## config.mk

```make
export PLATFORM = sky130hd
export DESIGN_NAME = vga_timing_gen_flat
export DESIGN_NICKNAME = d
export VERILOG_FILES = /design/src/rtl/vga_timing_pkg.sv /design/src/rtl/vga_timing_gen_if.sv /design/src/rtl/pix_en_gen.sv /design/src/rtl/vga_timing_gen.sv /design/src/flat_wrapper.sv
export SDC_FILE = /design/constraint.sdc
export NUM_CORES = 1
export LEC_CHECK = 0
export CAP_MARGIN = 20
export CORE_UTILIZATION = 52
export DETAILED_ROUTE_END_ITERATION = 7
export GPL_ROUTABILITY_DRIVEN = 0
export GPL_TIMING_DRIVEN = 0
export PLACE_DENSITY = 0.87
export SETUP_SLACK_MARGIN = 0.2
export SYNTH_ARGS = -nofsm -noshare
export SYNTH_HDL_FRONTEND = slang
export SYNTH_SLANG_ARGS = --single-unit
```

## constraint.sdc

```tcl
create_clock -name clk -period 3 [get_ports clk]
set_input_delay 0.45 -clock clk [delete_from_list [all_inputs] [get_ports clk]]
set_output_delay 0.45 -clock clk [all_outputs]
set_load 0.01 [all_outputs]
```

## src/rtl/vga_timing_pkg.sv

```systemverilog
// 640x480@60 timing constants shared by the timing generator and pixel renderers.
package vga_timing_pkg;

  localparam int unsigned CntW = 10;
  typedef logic [CntW-1:0] cnt_t;

  localparam int unsigned VgaClkDiv    = 4;
  localparam int unsigned VgaHTotal    = 800;
  localparam int unsigned VgaHSync     = 96;
  localparam int unsigned VgaHActStart = 144;
  localparam int unsigned VgaHActEnd   = 784;
  localparam int unsigned VgaVTotal    = 525;
  localparam int unsigned VgaVSync     = 2;
  localparam int unsigned VgaVActStart = 35;
  localparam int unsigned VgaVActEnd   = 515;

  localparam int unsigned VgaHActive = VgaHActEnd - VgaHActStart;
  localparam int unsigned VgaVActive = VgaVActEnd - VgaVActStart;

  // Half-open window test [lo, hi).
  function automatic logic in_window(cnt_t val, cnt_t lo, cnt_t hi);
    return (val >= lo) && (val < hi);
  endfunction

endpackage

```

## src/rtl/vga_timing_gen_if.sv

```systemverilog
// Timing bundle from the VGA timing generator to its consumers.
interface vga_timing_gen_if;
  import vga_timing_pkg::*;

  logic pix_en;
  logic frame_start;
  cnt_t hCount;
  cnt_t vCount;
  logic hSync;
  logic vSync;
  logic bright;

  modport master (
    output pix_en, frame_start, hCount, vCount, hSync, vSync, bright
  );

  modport slave (
    input pix_en, frame_start, hCount, vCount, hSync, vSync, bright
  );

endinterface

```

## src/rtl/pix_en_gen.sv

```systemverilog
// Pixel-enable divider: one-clock strobe every CLK_DIV system clocks.
module pix_en_gen #(
  parameter int unsigned CLK_DIV = 4
) (
  input  logic clk,
  input  logic reset,
  output logic pix_en
);

  localparam int unsigned DivW = (CLK_DIV > 1) ? $clog2(CLK_DIV) : 1;
  localparam logic [DivW-1:0] DivLast = DivW'(CLK_DIV - 1);

  logic [DivW-1:0] div_q;
  logic [DivW-1:0] div_d;
  logic            div_last;

  assign div_last = (div_q == DivLast);

  always_comb begin
    div_d = div_q + 1'b1;
    if (div_last) begin
      div_d = '0;
    end
  end

  always_ff @(posedge clk) begin
    if (reset) begin
      div_q <= '0;
    end else begin
      div_q <= div_d;
    end
  end

  // Gated by reset so a pending strobe never escapes a reset cycle (matters for CLK_DIV=1).
  assign pix_en = div_last & ~reset;

endmodule

```

## src/rtl/vga_timing_gen.sv

```systemverilog
// VGA raster timing: pixel/line counters with registered syncs and visible-window flag.
module vga_timing_gen
  import vga_timing_pkg::*;
#(
  parameter int unsigned CLK_DIV     = VgaClkDiv,
  parameter int unsigned H_TOTAL     = VgaHTotal,
  parameter int unsigned H_SYNC      = VgaHSync,
  parameter int unsigned H_ACT_START = VgaHActStart,
  parameter int unsigned H_ACT_END   = VgaHActEnd,
  parameter int unsigned V_TOTAL     = VgaVTotal,
  parameter int unsigned V_SYNC      = VgaVSync,
  parameter int unsigned V_ACT_START = VgaVActStart,
  parameter int unsigned V_ACT_END   = VgaVActEnd
) (
  input  logic             clk,
  input  logic             reset,
  vga_timing_gen_if.master vga
);

  logic pix_en;
  logic h_wrap;
  logic v_wrap;
  cnt_t h_q, h_d;
  cnt_t v_q, v_d;
  logic hsync_q, vsync_q, bright_q;

  pix_en_gen #(
    .CLK_DIV(CLK_DIV)
  ) u_pix_en_gen (
    .clk   (clk),
    .reset (reset),
    .pix_en(pix_en)
  );

  assign h_wrap = (h_q == cnt_t'(H_TOTAL - 1));
  assign v_wrap = (v_q == cnt_t'(V_TOTAL - 1));

  always_comb begin
    h_d = h_q;
    v_d = v_q;
    if (pix_en) begin
      if (h_wrap) begin
        h_d = '0;
        v_d = v_wrap ? '0 : v_q + 1'b1;
      end else begin
        h_d = h_q + 1'b1;
      end
    end
  end

  // Syncs and bright are derived from next-state counts so they line up with the counters.
  always_ff @(posedge clk) begin
    if (reset) begin
      h_q      <= '0;
      v_q      <= '0;
      hsync_q  <= 1'b0;
      vsync_q  <= 1'b0;
      bright_q <= 1'b0;
    end else begin
      h_q      <= h_d;
      v_q      <= v_d;
      hsync_q  <= (h_d >= cnt_t'(H_SYNC));
      vsync_q  <= (v_d >= cnt_t'(V_SYNC));
      bright_q <= in_window(h_d, cnt_t'(H_ACT_START), cnt_t'(H_ACT_END)) &&
                  in_window(v_d, cnt_t'(V_ACT_START), cnt_t'(V_ACT_END));
    end
  end

  assign vga.pix_en      = pix_en;
  assign vga.frame_start = pix_en & h_wrap & v_wrap;
  assign vga.hCount      = h_q;
  assign vga.vCount      = v_q;
  assign vga.hSync       = hsync_q;
  assign vga.vSync       = vsync_q;
  assign vga.bright      = bright_q;

endmodule

```

## src/flat_wrapper.sv

```systemverilog
// flat-port wrapper written by rule: the top's interface ports become plain ports
module vga_timing_gen_flat import vga_timing_pkg::*;
#(
  parameter int unsigned CLK_DIV     = VgaClkDiv,
  parameter int unsigned H_TOTAL     = VgaHTotal,
  parameter int unsigned H_SYNC      = VgaHSync,
  parameter int unsigned H_ACT_START = VgaHActStart,
  parameter int unsigned H_ACT_END   = VgaHActEnd,
  parameter int unsigned V_TOTAL     = VgaVTotal,
  parameter int unsigned V_SYNC      = VgaVSync,
  parameter int unsigned V_ACT_START = VgaVActStart,
  parameter int unsigned V_ACT_END   = VgaVActEnd
)
  (clk, reset, vga_pix_en, vga_frame_start, vga_hCount, vga_vCount, vga_hSync, vga_vSync, vga_bright);
  vga_timing_gen_if vga_i ();
  input  logic clk;
  input  logic reset;
  output wire logic [$bits(vga_i.pix_en)-1:0] vga_pix_en;
  output wire logic [$bits(vga_i.frame_start)-1:0] vga_frame_start;
  output wire logic [$bits(vga_i.hCount)-1:0] vga_hCount;
  output wire logic [$bits(vga_i.vCount)-1:0] vga_vCount;
  output wire logic [$bits(vga_i.hSync)-1:0] vga_hSync;
  output wire logic [$bits(vga_i.vSync)-1:0] vga_vSync;
  output wire logic [$bits(vga_i.bright)-1:0] vga_bright;
  assign vga_pix_en = vga_i.pix_en;
  assign vga_frame_start = vga_i.frame_start;
  assign vga_hCount = vga_i.hCount;
  assign vga_vCount = vga_i.vCount;
  assign vga_hSync = vga_i.hSync;
  assign vga_vSync = vga_i.vSync;
  assign vga_bright = vga_i.bright;
  vga_timing_gen #(.CLK_DIV(CLK_DIV), .H_TOTAL(H_TOTAL), .H_SYNC(H_SYNC), .H_ACT_START(H_ACT_START), .H_ACT_END(H_ACT_END), .V_TOTAL(V_TOTAL), .V_SYNC(V_SYNC), .V_ACT_START(V_ACT_START), .V_ACT_END(V_ACT_END)) u_core (.clk(clk), .reset(reset), .vga(vga_i));
endmodule
```

# Word level (Yosys, flattened, before mapping)

Cells that the tools add are included.

Input bits: 2
Flip-flop bits (word level): 25
Word-level logic and storage cells: 31

$add $sub $neg: 3
$lt $le $gt $ge: 6
Reductions and logical operators: 4
Eq/ne operators: 3
Bitwise logic cells: 4
Multiplexer cells: 5

Operators with widths:

| kind                                                                                 | count |
|---|---|
| 10-bit two-way mux                                                                   | 5 |
| 10-bit by 1-bit adder with 10-bit output, second input constant                      | 2 |
| 10-bit equality test, second input constant                                          | 2 |
| 10-bit less-than comparator, second input constant                                   | 2 |
| 10-bit by 2-bit greater-or-equal comparator with 1-bit output, second input constant | 1 |
| 10-bit by 6-bit greater-or-equal comparator with 1-bit output, second input constant | 1 |
| 10-bit by 7-bit greater-or-equal comparator with 1-bit output, second input constant | 1 |
| 10-bit by 8-bit greater-or-equal comparator with 1-bit output, second input constant | 1 |
| 1-bit bitwise AND                                                                    | 3 |
| 1-bit logical AND                                                                    | 3 |
| 2-bit by 1-bit adder with 2-bit output, second input constant                        | 1 |
| 2-bit equality test, second input constant                                           | 1 |
| 2-bit OR reduction                                                                   | 1 |
| 1-bit NOT                                                                            | 1 |

# Longest topological paths before layout

Depth after elaboration: 7
Gate-level depth with buffers: 10
Depth with buffers taken out: 9

# By module

A second synthesis with hierarchy kept.

Cells, all modules: 180
Area total of the unflattened synthesis: 1,445.1 um^2

Modules (own cells, without submodules):

| module         | sequential area each (um^2) | area each (um^2) | cells an instance | times used |
|---|---|---|---|---|
| vga_timing_gen | 460.4                       | 1,361.3          | 174               | 1 |
| pix_en_gen     | 40.0                        | 83.8             | 6                 | 1 |

# Worst setup path after synthesis

Ideal clock, no wire load.

Path kind: register to register
Start point: register u_core.h_q[0], in the netlist u_core.vga.hCount[0]
End point: register u_core.vsync_q, in the netlist u_core.vga.vSync
Required time: 2.880 ns
Setup slack: 0.587 ns
Clock period less this slack: 2.413 ns
Cell stages (with the launch flop): 9
Data arrival time: 2.294 ns
Setup time: 0.120 ns
Cell sequence: dfxtp_1 -> ha_1 -> nand3b_4 -> or4_4 -> or3_1 -> a21boi_1 -> a22o_2 -> nand2_1 -> o31a_1

Cells in the longest elaborated chain, start to end: 4

Ends and longest elaborated chain:

| item                                                          | RTL line             | source |
|---|---|---|
| start, declared                                               | vga_timing_gen.sv:23 | `cnt_t h_q, h_d;` |
| start signal, assigned                                        | vga_timing_gen.sv:54 | `h_q <= '0;` |
| start signal, assigned                                        | vga_timing_gen.sv:60 | `h_q <= h_d;` |
| 10-bit equality test                                          | vga_timing_gen.sv:35 | `assign h_wrap = (h_q == cnt_t'(H_TOTAL - 1));` |
| 10-bit two-way mux                                            | vga_timing_gen.sv:42 | `if (h_wrap) begin` |
| 10-bit two-way mux                                            | vga_timing_gen.sv:41 | `if (pix_en) begin` |
| 10-bit by 2-bit greater-or-equal comparator with 1-bit output | vga_timing_gen.sv:63 | `vsync_q <= (v_d >= cnt_t'(V_SYNC));` |
| end signal, assigned                                          | vga_timing_gen.sv:63 |  |
| end, declared                                                 | vga_timing_gen.sv:25 | `logic hsync_q, vsync_q, bright_q;` |

Every way passes these cells.
A chain may end at the register's enable or synchronous reset.

# Final worst setup path

Start point: register u_core.v_q[6], in the netlist u_core.vga.vCount[6]
End point: output port vga_frame_start

Cells in the longest elaborated chain, start to end: 2

Ends and longest elaborated chain:

| item                   | RTL line             | source |
|---|---|---|
| start, declared        | vga_timing_gen.sv:24 | `cnt_t v_q, v_d;` |
| start signal, assigned | vga_timing_gen.sv:61 | `v_q <= v_d;` |
| 10-bit equality test   | vga_timing_gen.sv:36 | `assign v_wrap = (v_q == cnt_t'(V_TOTAL - 1));` |
| 1-bit bitwise AND      | vga_timing_gen.sv:70 | `assign vga.frame_start = pix_en & h_wrap & v_wrap;` |
| end, declared          | flat_wrapper.sv:19   | `output wire logic [$bits(vga_i.frame_start)-1:0] vga_frame_start;` |

Every way passes these cells.

==> key figures <==
Outcome
  – Status: complete, but fails checks
  – Violated checks: design-rule violations

Synthesis
  – Share of the synthesized area in the top cell type: 32.0%
  – Post-Syn Area: 1560 µm²
  – Warnings from Yosys: 0
  – Dominant synthesized flop cell: dfxtp_1
  – Cell count after synthesis: roughly 180
  – Post-synthesis sequential element count: 25
  – Syn Nets: 190
  – Sequential fraction of the synthesis area: 32.0%
  – Post-synth top cells: nor2_1 (27), dfxtp_1 (25), nand2_1 (14), nand3_1 (10), o21ai_0 (10)
  – Most common cell in the netlist: nor2_1
  – Synth top area cells: dfxtp_1 (32%), nor2_1 (6.5%), nand2_1 (3.4%), xor2_1 (3.4%), ha_1 (3.2%)
  – Avg Cell Area, Syn: 8.49 µm²
  – EDFF count, synth: 0
  – Yosys cell types: 53
  – Area leader, netlist: dfxtp_1
  – Ys async rst share: 0%

Detailed routing
  – Routed met1 length: 1580 µm
  – Total Routed Length: 3360 µm
  – Metal3 WL: 171 µm
  – DR vias: 1,436
  – Via/cell ratio: about 5.9
  – DRC: 4
  – Remaining antenna violation count: 0
  – Top layer in use: met4
  – Total iterations of the first detailed-routing run: 6
  – DR WL/cell: 13.8 µm
  – Detailed router's first-iteration violation count: slightly above 60
  – Routed length on met2: 1560 µm

Finish
  – # nets final: 220
  – Fill cell count: approximately 230
  – Post-route cell area: roughly 1900 µm²
  – Share of layout cells above drive strength 1: approximately 17%
  – Area delta synth->final: 21.4%
  – Number of diodes: 0

Clock network
  – Root Buffer: clkbuf_4
  – Num CTS Buffers: 3
  – Clk sink count: 25
  – Hold_buf cts: 0
  – Clock latency at the later pin of the worst-skew pair: 0.33 ns
  – Clock Pin Slew Worst Setup and Hold Paths: 0.14 ns
  – H-tree Lvls: 1
  – CTS tree: built
  – Clock buffer depth: 2

Timing
  – # setup viols final: 0
  – Hold Slack: between 0.2 and 0.3 ns
  – Rel. slew slack: 60.7%
  – Fin Clk Skew: 0.00597 ns
  – Post-route clock period utilization: 87.7%
  – Setup TNS: 0 ns
  – Worst Max-Slew Pin Slew: 0.584 ns
  – Slew Limit Fails: 0
  – Unrepaired setup endpoints after global routing: no
  – Period minus WS final: 2.63 ns
  – Final Hold Vio Count: 0
  – F_max: 380 MHz

Global routing
  – GRT Total Usage: 23.2%
  – Gr ovfl total: 0
  – Vias in the first global route: 1,339
  – Initial antenna violation count: 0
  – Largest net degree at the start of global routing: 16
  – First-pass GRT wire length: 5800 µm

Floorplan
  – I/O Pins: 27
  – Chip height: between 50 and 60 µm
  – Die W: 56.8 µm
  – Initial Util: 55.7%
  – FP Rows: 19
  – CORE AREA: 2810 µm²
  – Die area: ~3200 µm²

Power and ir drop
  – PwrDens: 278 nW/µm²
  – Worst VDD drop: approximately 290 µV
  – P_leak: 0.720 nW

Placed design
  – Dpl hpwl: ~2500 µm
  – Port bufs: 25
  – Placed cell areas: 1850 µm²

Worst setup path
  – Setup CP Type: flip-flop to output port
  – Worst Path Max Fanout: 7
  – CP required: 2.55 ns
  – Critical Path AT: about 2.2 ns
  – Worst setup SP type: flip-flop
  – CP Capture Type: output port

Min path
  – HP Class: primary input to flip-flop

Job
  – Max cap viols: 0
==> stage by stage <==
| stage | util, % | setup slack [ns] | power [W] | cells |
|---|---|---|---|---|
| after global routing | 67.6 | 0.248 | 0.000553 | 244 |
| after detailed placement | 66.0 | 0.369 | 0.000373 | 240 |
| after CTS | 67.3 | 0.330 | 0.000529 | 244 |
| final | 67.6 | 0.368 | 0.000527 | 244 |
| after global placement | 66.0 | 0.429 | 0.000371 | 240 |
| after floorplan | - | 0.587 | 0.000365 | 184 |
==> state kept, by name (all words and copies together) (netlist names) <==
register                   flops
u_core.vga.bright              1
u_core.vga.hCount             10
u_core.vga.hSync               1
u_core.u_pix_en_gen.div_q      2
u_core.vga.vSync               1
u_core.vga.vCount             10
==> kinds of logic after synthesis <==
logic type               synth area share, %
flip-flops                              32.0
XOR/XNOR                                5.60
multiplexers                            2.80
AO/OA/AOI/OAI                           14.8
AND/OR/NAND/NOR                         35.6
adder cells (fa/ha/maj)                 3.20
buffers and inverters                   5.92
==> cells in the final DEF, fill, tap and decap left out, drive strengths merged, types with 2 or more instances in the layout <==
cell	count
xor2	6
clkdlybuf4s50	24
or4	3
xnor2	4
a21boi	2
o221a	2
or2b	2
ha	4
a21oi	7
a22oi	2
mux2	3
o31a	2
o21ai	12
nor2	27
nand2	15
dfxtp	25
and3	5
nand3	10
nor4b	2
inv	7
buf	6
clkbuf	6
nor3	8
nor4	4
or3	3
nand4	2
==> path summary, 6_finish.rpt <==
kind,startpoint,endpoint,slack (ns),depth (start not counted)
max,u_core.vga.vCount[6],vga_frame_start,0.37,4
min,reset,u_core.u_pix_en_gen.div_q[1],0.29,2
max reg2reg,u_core.vga.vCount[0],u_core.vga.bright,0.44,8
min reg2reg,u_core.u_pix_en_gen.div_q[0],u_core.u_pix_en_gen.div_q[0],0.45,1
==> critical path: stages, from the launching register on <==
cell	delay, ns
dfxtp_2	0.38
or4_4	0.56
or4_4	0.53
nor2_1	0.12
dlygate4sd2_1	0.27
==> routing by layer <==
layer / GRT usage, % / up-vias
met2: 37.9 / 46
met1: 29.3 / 669
met3: 4.84 / 5
met5: 0 / -
li1: - / 716
met4: 10.8 / 0
==> power by group <==
| group | total [W] | leakage [nW] | switching [W] | internal, W |
|---|---|---|---|---|
| clock network | 0.000161 | 0.0139 | 0.000109 | 0.0000512 |
| registers | 0.000340 | 0.204 | 0.00000300 | 0.000337 |
| logic | 0.0000262 | 0.502 | 0.0000141 | 0.0000121 |
==> cell type report <==
type / count / area [µm²] / share of cell area [%]
inverter: 7 / 26.3 / 1.39
clock inverter: 1 / 7.51 / 0.396
timing repair buffer: 25 / 249 / 13.1
sequential: 25 / 505 / 26.6
multi-input combinational: 143 / 981 / 51.7
tap: 31 / 38.8 / 2.04
clock buffer: 3 / 22.5 / 1.19
buffer: 9 / 66.3 / 3.50
==> repair_timing <==
item                                    CTS  global route
endpoints found under the setup margin    1             2
gates resized for setup                   6             1
setup buffers                             0             0
No activity file was read; power rests on OpenSTA's default activity.
